$ cat src/rtl/birth_pkg.sv
// birth_pkg: shared types and constants for the birth-digit sequence blocks.
//   SEQ_LEN   - number of digits in the target sequence (8)
//   MAX_DIGIT - largest legal BCD digit (9)
//   IDLE_W    - width of the optional mid-sequence idle counter
//   digit_t   - 4-bit BCD digit
//   state_t   - detector state Sk, k = digits matched so far
//   SEQ       - the target sequence 1,9,9,7,0,7,2,8
package birth_pkg;

  localparam int unsigned SEQ_LEN   = 8;
  localparam int unsigned MAX_DIGIT = 9;
  localparam int unsigned IDLE_W    = 16;

  typedef logic [3:0] digit_t;

  typedef enum logic [2:0] {
    S0, S1, S2, S3, S4, S5, S6, S7
  } state_t;

  localparam digit_t SEQ [SEQ_LEN] = '{4'd1, 4'd9, 4'd9, 4'd7, 4'd0, 4'd7, 4'd2, 4'd8};

  // True for legal BCD values 0..9.
  function automatic logic is_bcd(input digit_t d);
    return d <= digit_t'(MAX_DIGIT);
  endfunction

endpackage

$ cat src/rtl/birth_seq_detector_if.sv
// birth_seq_detector_if: valid-qualified digit bus between a digit source
// (generator, keypad or UART decoder) and the sequence detector.
//   in_valid - in_digit carries a digit this cycle
//   in_digit - BCD digit, legal values 0..9
// Modports: master = digit source, slave = digit consumer.
interface birth_seq_detector_if;
  import birth_pkg::*;

  logic   in_valid;
  digit_t in_digit;

  modport master (
    output in_valid,
    output in_digit
  );

  modport slave (
    input in_valid,
    input in_digit
  );

endinterface

$ cat src/rtl/birth_digit_rom.sv
// birth_digit_rom: combinational lookup of the target sequence.
//   index - position in the sequence (0..7)
//   digit - SEQ[index]
// Shared by the generator and the detector so both agree on the pattern.
module birth_digit_rom
  import birth_pkg::*;
(
  input  logic [2:0] index,
  output digit_t     digit
);

  always_comb begin
    digit = SEQ[index];
  end

endmodule

$ cat src/rtl/birth_seq_detector.sv
// birth_seq_detector: detects the digit sequence 1,9,9,7,0,7,2,8 on a
// valid-qualified BCD digit bus.
//   clk       - system clock, rising edge
//   rst       - synchronous, active-high reset (priority over the bus)
//   bus       - digit bus (slave modport): in_valid, in_digit
//   progress  - digits of the sequence matched so far (0..7)
//   match     - one-cycle pulse the cycle after the final 8 is accepted
//   bad_digit - one-cycle pulse the cycle after a digit > 9 is accepted
//   match_cnt - total matches, saturating at all-ones
// Optional build macro BIRTH_DET_TIMEOUT_EN: partial progress is discarded
// after TIMEOUT consecutive idle cycles in S1..S7. Without it, progress
// holds indefinitely across idle cycles.
module birth_seq_detector
  import birth_pkg::*;
#(
  parameter int unsigned CNT_W   = 8,
  parameter int unsigned TIMEOUT = 16
) (
  input  logic                   clk,
  input  logic                   rst,
  birth_seq_detector_if.slave    bus,
  output logic [2:0]             progress,
  output logic                   match,
  output logic                   bad_digit,
  output logic [CNT_W-1:0]       match_cnt
);

  state_t           state_q, state_d;
  digit_t           expected;
  logic             digit_ok;
  logic             digit_hit;
  logic             timeout_hit;
  logic             match_q, match_d;
  logic             bad_q, bad_d;
  logic [CNT_W-1:0] cnt_q, cnt_d;

  // Expected digit for the current state.
  birth_digit_rom u_rom (
    .index (state_q),
    .digit (expected)
  );

  assign digit_ok  = is_bcd(bus.in_digit);
  assign digit_hit = bus.in_valid && digit_ok && (bus.in_digit == expected);

`ifdef BIRTH_DET_TIMEOUT_EN
  logic [IDLE_W-1:0] idle_q, idle_d;

  // The timeout fires on the edge that ends the TIMEOUT-th consecutive idle
  // cycle, so exactly TIMEOUT idle cycles are enough to lose progress.
  always_comb begin
    idle_d      = idle_q;
    timeout_hit = 1'b0;
    if (state_q == S0 || bus.in_valid) begin
      idle_d = '0;
    end else if (idle_q + IDLE_W'(1) >= IDLE_W'(TIMEOUT)) begin
      idle_d      = '0;
      timeout_hit = 1'b1;
    end else begin
      idle_d = idle_q + IDLE_W'(1);
    end
  end

  always_ff @(posedge clk) begin
    if (rst) begin
      idle_q <= '0;
    end else begin
      idle_q <= idle_d;
    end
  end
`else
  logic [IDLE_W-1:0] unused_timeout;

  assign unused_timeout = IDLE_W'(TIMEOUT);
  assign timeout_hit    = 1'b0;
`endif

  // State register.
  always_ff @(posedge clk) begin
    if (rst) begin
      state_q <= S0;
    end else begin
      state_q <= state_d;
    end
  end

  // Next-state logic.
  always_comb begin
    state_d = state_q;
    if (bus.in_valid) begin
      if (!digit_ok) begin
        state_d = S0;
      end else if (bus.in_digit == expected) begin
        state_d = (state_q == S7) ? S0 : state_t'(state_q + 3'd1);
      end else if (bus.in_digit == 4'd1) begin
        // "1" is the only prefix of the pattern that is also a suffix of a
        // partial match, so a stray 1 restarts at S1 rather than S0.
        state_d = S1;
      end else begin
        state_d = S0;
      end
    end else if (timeout_hit) begin
      state_d = S0;
    end
  end

  // Output logic: next values of the registered pulses and counter.
  always_comb begin
    match_d = digit_hit && (state_q == S7);
    bad_d   = bus.in_valid && !digit_ok;
    cnt_d   = cnt_q;
    if (match_d && (cnt_q != {CNT_W{1'b1}})) begin
      cnt_d = cnt_q + CNT_W'(1);
    end
  end

  always_ff @(posedge clk) begin
    if (rst) begin
      match_q <= 1'b0;
      bad_q   <= 1'b0;
      cnt_q   <= '0;
    end else begin
      match_q <= match_d;
      bad_q   <= bad_d;
      cnt_q   <= cnt_d;
    end
  end

  assign progress  = state_q;
  assign match     = match_q;
  assign bad_digit = bad_q;
  assign match_cnt = cnt_q;

endmodule
$ cat src/flat_wrapper.sv
// flat-port wrapper written by rule: the top's interface ports become plain ports
module birth_seq_detector_flat import birth_pkg::*;
#(
  parameter int unsigned CNT_W   = 8,
  parameter int unsigned TIMEOUT = 16
)
  (clk, rst, progress, match, bad_digit, match_cnt, bus_in_valid, bus_in_digit);
  birth_seq_detector_if bus_i ();
  input  logic clk;
  input  logic rst;
  output logic [2:0] progress;
  output logic match;
  output logic bad_digit;
  output logic [CNT_W-1:0] match_cnt;
  input wire logic [$bits(bus_i.in_valid)-1:0] bus_in_valid;
  input wire logic [$bits(bus_i.in_digit)-1:0] bus_in_digit;
  assign bus_i.in_valid = bus_in_valid;
  assign bus_i.in_digit = bus_in_digit;
  birth_seq_detector #(.CNT_W(CNT_W), .TIMEOUT(TIMEOUT)) u_core (.clk(clk), .rst(rst), .bus(bus_i), .progress(progress), .match(match), .bad_digit(bad_digit), .match_cnt(match_cnt));
endmodule
$ cat config.mk
export PLATFORM = sky130hd
export DESIGN_NAME = birth_seq_detector_flat
export DESIGN_NICKNAME = d
export VERILOG_FILES = /design/src/rtl/birth_pkg.sv /design/src/rtl/birth_seq_detector_if.sv /design/src/rtl/birth_digit_rom.sv /design/src/rtl/birth_seq_detector.sv /design/src/flat_wrapper.sv
export SDC_FILE = /design/constraint.sdc
export NUM_CORES = 1
export LEC_CHECK = 0
export ABC_CLOCK_PERIOD_IN_PS = 2500
export BUFFER_PORTS_ARGS = -buffer_cell sky130_fd_sc_hd__buf_2
export CORE_AREA = 2 2 44 46
export CTS_CLUSTER_SIZE = 30
export DETAILED_ROUTE_END_ITERATION = 16
export DIE_AREA = 0 0 46 48
export GPL_TIMING_DRIVEN = 0
export HOLD_SLACK_MARGIN = 0.06
export PLACE_DENSITY_LB_ADDON = 0.15
export SYNTH_ARGS = -nofsm -noshare
export SYNTH_HDL_FRONTEND = slang
export SYNTH_HIERARCHICAL = 1
export SYNTH_SLANG_ARGS = --single-unit
$ cat constraint.sdc
create_clock -name clk -period 2.5 [get_ports clk]
set_clock_uncertainty 0.15 [all_clocks]
set_input_delay 0.125 -clock clk [delete_from_list [all_inputs] [get_ports clk]]
set_output_delay 0.125 -clock clk [all_outputs]
set_load 0.01 [all_outputs]
Yosys cells after proc, flatten, opt, wreduce, memory -nomap -nowiden:

Memories as Yosys holds them, arrays and structs flattened.
Index checks and enable logic that the tools add are counted.

* $add $sub $neg: 2
* magnitude comparators: 2
* equality and inequality tests: 4
* muxes and demuxes: 6
* bitwise gates (word level): 1
* reduce and logical (&&, ||, !) cells: 6

Operator list (number)
* two-way mux 3 bit: 3
* adder 8 x 1 -> 8 bit, second input constant: 1
* two-way mux 4 bit: 2
* inequality test 8 bit, second input constant: 1
* logical AND 1 bit: 5
* == test 4 x 1 -> 1 bit, second input constant: 1
* == test 4 bit: 1
* greater-or-equal comparator 4 bit, second input constant: 1
* less-or-equal comparator 4 bit, second input constant: 1
* inverter 3 -> 4 bit: 1
* adder 3 x 1 -> 3 bit, second input constant: 1
* == test 3 bit, second input constant: 1
* zero test 1 bit: 1
* two-way mux 1 bit: 1

* register bits: 13
* memory bits (read-only): 32
* word-level logic and storage cells: 26
* memories kept: 1

Memory list
* (no name shown): words 8, bits a word 4, rd ports 1, clocked after memory_dff 0, wr ports 0, RTL line birth_digit_rom.sv:13 `digit = SEQ[index];`

Logic depth before layout (Yosys ltp):

* depth after elaboration: 8
* depth in mapped cells: 9
* depth with buffers taken out: 8

Cells and area by module:

Netlist, hierarchy kept.

By module, submodules not included
* birth_seq_detector: instances 1, cells each 80, area an instance 739.5 um^2, sequential area each 260.2 um^2
* birth_digit_rom: instances 1, cells each 11, area an instance 66.3 um^2, sequential area each 0.0 um^2

Worst setup path before layout:

No wires, ideal clock.

* path type: flip-flop to flip-flop
* start: register u_core.state_q[1], in the netlist u_core/progress[1]
* end: register u_core.cnt_q[6], in the netlist u_core/match_cnt[6]
* setup time: 123 ps
* arrival time: 2053 ps
* data required time: 2227 ps
* setup slack: 174 ps
* stages on the path, launching flop included: 9
* buffers on the path: 1
* path through: dfxtp_1 > inv_1 > ha_1 > o21ai_0 > xnor2_2 > nand4_2 > buf_6 > nor4_1 > mux2_1

* longest elaborated chain between the ends: 8

RTL lines
* start, declared: RTL line birth_seq_detector.sv:28 `state_t state_q, state_d;`
* start signal, assigned: RTL line birth_seq_detector.sv:83 `state_q <= state_d;`
* inverter 3 -> 4 bit (implied by the code): RTL line birth_digit_rom.sv:13
* memory read (8 x 4 bit)
* two-way mux 4 bit (implied by the code) (2 in series): RTL line birth_digit_rom.sv:13
* via u_core.expected[3]: RTL line birth_seq_detector.sv:29 `digit_t expected;`
* == test 4 bit: RTL line birth_seq_detector.sv:44 `assign digit_hit = bus.in_valid && digit_ok && (bus.in_digit == expected);`
* logical AND 1 bit: RTL line birth_seq_detector.sv:44
* logical AND 1 bit: RTL line birth_seq_detector.sv:109 `match_d = digit_hit && (state_q == S7);`
* logical AND 1 bit: RTL line birth_seq_detector.sv:112 `if (match_d && (cnt_q != {CNT_W{1'b1}})) begin`
* end signal, assigned: RTL line birth_seq_detector.sv:125 `cnt_q <= cnt_d;`
* end, declared: RTL line birth_seq_detector.sv:35 `logic [CNT_W-1:0] cnt_q, cnt_d;`

The timed path passes the listed nets, and every way through them passes these cells. The select of a mux whose other input is x is not followed.
A chain may end at the register's enable or synchronous reset.

Final worst setup path:

* start: register u_core.state_q[0], in the netlist u_core/progress[0]
* end: register u_core.cnt_q[6], in the netlist u_core/match_cnt[6]

Same word-level chain as after synthesis.

==> results.toml <==
[status]
result_of_the_run = "completed"

[detailed_routing]
via_count = 752
finalWirelength_um = 1790
viasPerCell = 5.70
detail_route.iter0.violations = 11
wl_per_cell_um = 13.6
remaining_routing_drc_violations = 0
route.antenna.remaining_nets = 0
drt-pass1-iter-count = 5

[timing]
tightest_slew_ns = 0.479
period_share_pct = 93.2
rsz0062_at_grt = "false"
finalWorstPathRequiredPeriod_ns = 2.33
setup_ws_ns = 0.170
max_freq_mhz = 429
finalSetupViolations = 0
finalMaxSlewViolations = 0
hold_violations = 0
slew-limit-headroom_pct = 68.1

[place]
placed_cell_area_sq_um = 917
placement.io_buffers = 18
dpl_worst_slack_ns = -0.0859
place.detailed.hpwl_um = 1290
routabilityCongestion = 0.784

[worst_setup_path]
worst-endpoint-arrival_ns = 2.35
startpoint_type = "flop"
timing_worst_setup_path_type = "reg2reg"
worstSetupEndpointType = "flop"
worst_ep_required_time_ns = 2.52
maximum_fanout_along_the_worst_path = 10

[yosys]
syn_nets = 103
synthDominantCellAreaShare_pct = 32.3
netlist.top_cell.by_area = "sky130_fd_sc_hd__dfxtp_1"
synth.avg_cell_area_sq_um = 8.85
yosysWarnings = 6
synth_area_sq_um = 806
synth.top_cells.by_area = "sky130_fd_sc_hd__dfxtp_1, sky130_fd_sc_hd__ha_1, sky130_fd_sc_hd__nor2_1"
synth_seq_cells = 13
seq_total_area_yosys_pct = 32.3
postSynthCellCount = 91
netlist-cell-type-count = 32

[die]
placementRows = 15
area_of_the_die_sq_um = 2210
area_of_the_core_region_sq_um = 1690
design.portCount = 20
start_util_pct = 47.7
dieWidth_um = 46
die_height_um = 48

[cells_and_area]
top_library_cells_by_usage_in_the_layout_fill_and_taps_aside = "sky130_fd_sc_hd__buf_2, sky130_fd_sc_hd__dfxtp_1, sky130_fd_sc_hd__nor2_1"
num-nets-final = 128
drive_gt1_share_pct = 27.0
final_common_cell = "sky130_fd_sc_hd__buf_2"
post-route-cell-area_sq_um = 975
layout-area-overhead-vs-synth_pct = 21.0
fin_util_pct = 57.7
num_antenna_cells = 0
count_of_filler_cells_inserted_in_the_layout = 168

[global_routing]
first_global_vias = 636
first_pass_grt_wire_length_um = 2940
gr-usage-all-layers_pct = 19.5
gr-total-overflow = 0
largest_net_degree_at_the_start_of_global_routing = 11
grt_antenna_before_repair = 0

[power]
power.density_nw_per_um2 = 387
ir_drop_uv = 223
p_leak_uw = 0.000396
total_power_uw = 377

[clock_tree]
clockBufferDepth = 2
clk_tree_root_cell = "sky130_fd_sc_hd__clkbuf_4"
cts.htree.levels = 1
cts_num_sinks = 13
clock_latency_ns = 0.28
clk_transition_reported_paths_ns = 0.08
cts_tree = "built"
cts_buffers = 3

[run]
max-cap-violations = 0

[min_path]
worst_hold_path_class = "in2reg"
==> per-stage QoR <==
stage / hold slack, ns / setup TNS (ns) / cells
after detailed placement: 0.342 / -0.0859 / 126
after global routing: 0.0973 / 0 / 132
after floorplan: 0.141 / 0 / 91
after global placement: 0.337 / -0.0294 / 126
after CTS: 0.0858 / 0 / 132
final: 0.0973 / 0 / 132
==> final timing paths <==
check | to | slack, ns | startpoint | depth (start not counted)
worst max-delay path | u_core/match_cnt[6]$_SDFFE_PP0P_ | 0.17 | u_core/progress[0]$_SDFFE_PP0P_ | 7
worst min-delay path | u_core/match$_SDFF_PP0_ | 0.1 | rst | 2
worst max register to register | u_core/match_cnt[6]$_SDFFE_PP0P_ | 0.17 | u_core/progress[0]$_SDFFE_PP0P_ | 7
worst min register to register | u_core/progress[1]$_SDFFE_PP0P_ | 0.35 | u_core/progress[1]$_SDFFE_PP0P_ | 2
==> flip-flops by register name (all words and copies together), names as in the netlist <==
name,cells
u_core/bad_digit,1
u_core/match,1
u_core/progress,3
u_core/match_cnt,8
==> what timing repair did <==
action / CTS / global route
gates cloned: 0 / 0
gates resized for setup: 1 / 3
endpoints found under the setup margin: 1 / 2
hold endpoints to repair: 2 / 0
pin swaps: 0 / 0
buffers inserted: 0 / 0
hold buffers: 2 / 0
==> routing by layer <==
layer | vias up | part of all wire [%] | track usage (%)
li1 | 381 | - | -
met1 | 352 | 44 | 24.3
met2 | 15 | 51 | 31.1
met3 | 4 | 2.8 | 2.26
met4 | 0 | 1.9 | 13.7
met5 | - | 0 | 0
==> logic make-up after synthesis <==
family | after synthesis | share of synthesized area [%]
XOR/XNOR | 4 | 5.28
adder cells (fa/ha/maj) | 5 | 7.76
flip-flops | 13 | 32.3
multiplexers | 4 | 5.43
buffers and inverters | 7 | 4.19
AO/OA/AOI/OAI | 18 | 16.8
AND/OR/NAND/NOR | 40 | 28.3
==> area by class of cell <==
class,count,area (sq um),area share (%)
Multi-Input combinational cell,71,522,53.5
Sequential cell,13,262,26.8
Timing Repair Buffer,20,110,11.3
Clock buffer,4,26.3,2.70
Tap cell,17,21.3,2.18
Buffer,3,18.8,1.93
Inverter,4,15.0,1.54
==> Yosys cell counts <==
cell                        count
sky130_fd_sc_hd__buf_6          1
sky130_fd_sc_hd__nor3b_1        1
sky130_fd_sc_hd__nor2_1         9
sky130_fd_sc_hd__o21ai_2        1
sky130_fd_sc_hd__xnor2_1        3
sky130_fd_sc_hd__nor4_1         1
sky130_fd_sc_hd__nand2b_1       3
sky130_fd_sc_hd__nor2b_1        3
sky130_fd_sc_hd__and4_1         1
sky130_fd_sc_hd__a21oi_1        6
sky130_fd_sc_hd__mux2i_1        1
sky130_fd_sc_hd__nand4_2        1
sky130_fd_sc_hd__ha_1           5
sky130_fd_sc_hd__mux2_1         1
sky130_fd_sc_hd__clkbuf_1       2
sky130_fd_sc_hd__o21ai_1        1
sky130_fd_sc_hd__or4_1          3
sky130_fd_sc_hd__nand3_1        6
sky130_fd_sc_hd__dfxtp_1       13
sky130_fd_sc_hd__inv_1          4
sky130_fd_sc_hd__mux2_2         2
sky130_fd_sc_hd__or3_1          1
sky130_fd_sc_hd__nor4b_1        2
sky130_fd_sc_hd__nand2_1        6
sky130_fd_sc_hd__o31ai_1        4
sky130_fd_sc_hd__o2111a_1       1
sky130_fd_sc_hd__a41oi_1        1
sky130_fd_sc_hd__o21ai_0        3
sky130_fd_sc_hd__xnor2_2        1
sky130_fd_sc_hd__o2111ai_4      1
sky130_fd_sc_hd__nand4_1        2
sky130_fd_sc_hd__or4b_1         1
==> power by group <==
part	switching [uW]	total [uW]	leakage (uW)	internal [uW]
clock network	71.8	134	0.0000150	62.0
logic	20.7	34.9	0.000276	14.2
registers	0.696	208	0.000105	208
total	93.2	377	0.000396	284
==> worst max-delay path, cell delays in order, from the launching register on <==
cell	delay (ns)
sky130_fd_sc_hd__dfxtp_1	0.45
sky130_fd_sc_hd__ha_1	0.29
sky130_fd_sc_hd__o21ai_1	0.17
sky130_fd_sc_hd__xnor2_1	0.17
sky130_fd_sc_hd__nand4_2	0.20
sky130_fd_sc_hd__buf_6	0.20
sky130_fd_sc_hd__nor4_2	0.27
sky130_fd_sc_hd__mux2_1	0.34
Note: power is estimated with default switching activity, not from simulation.
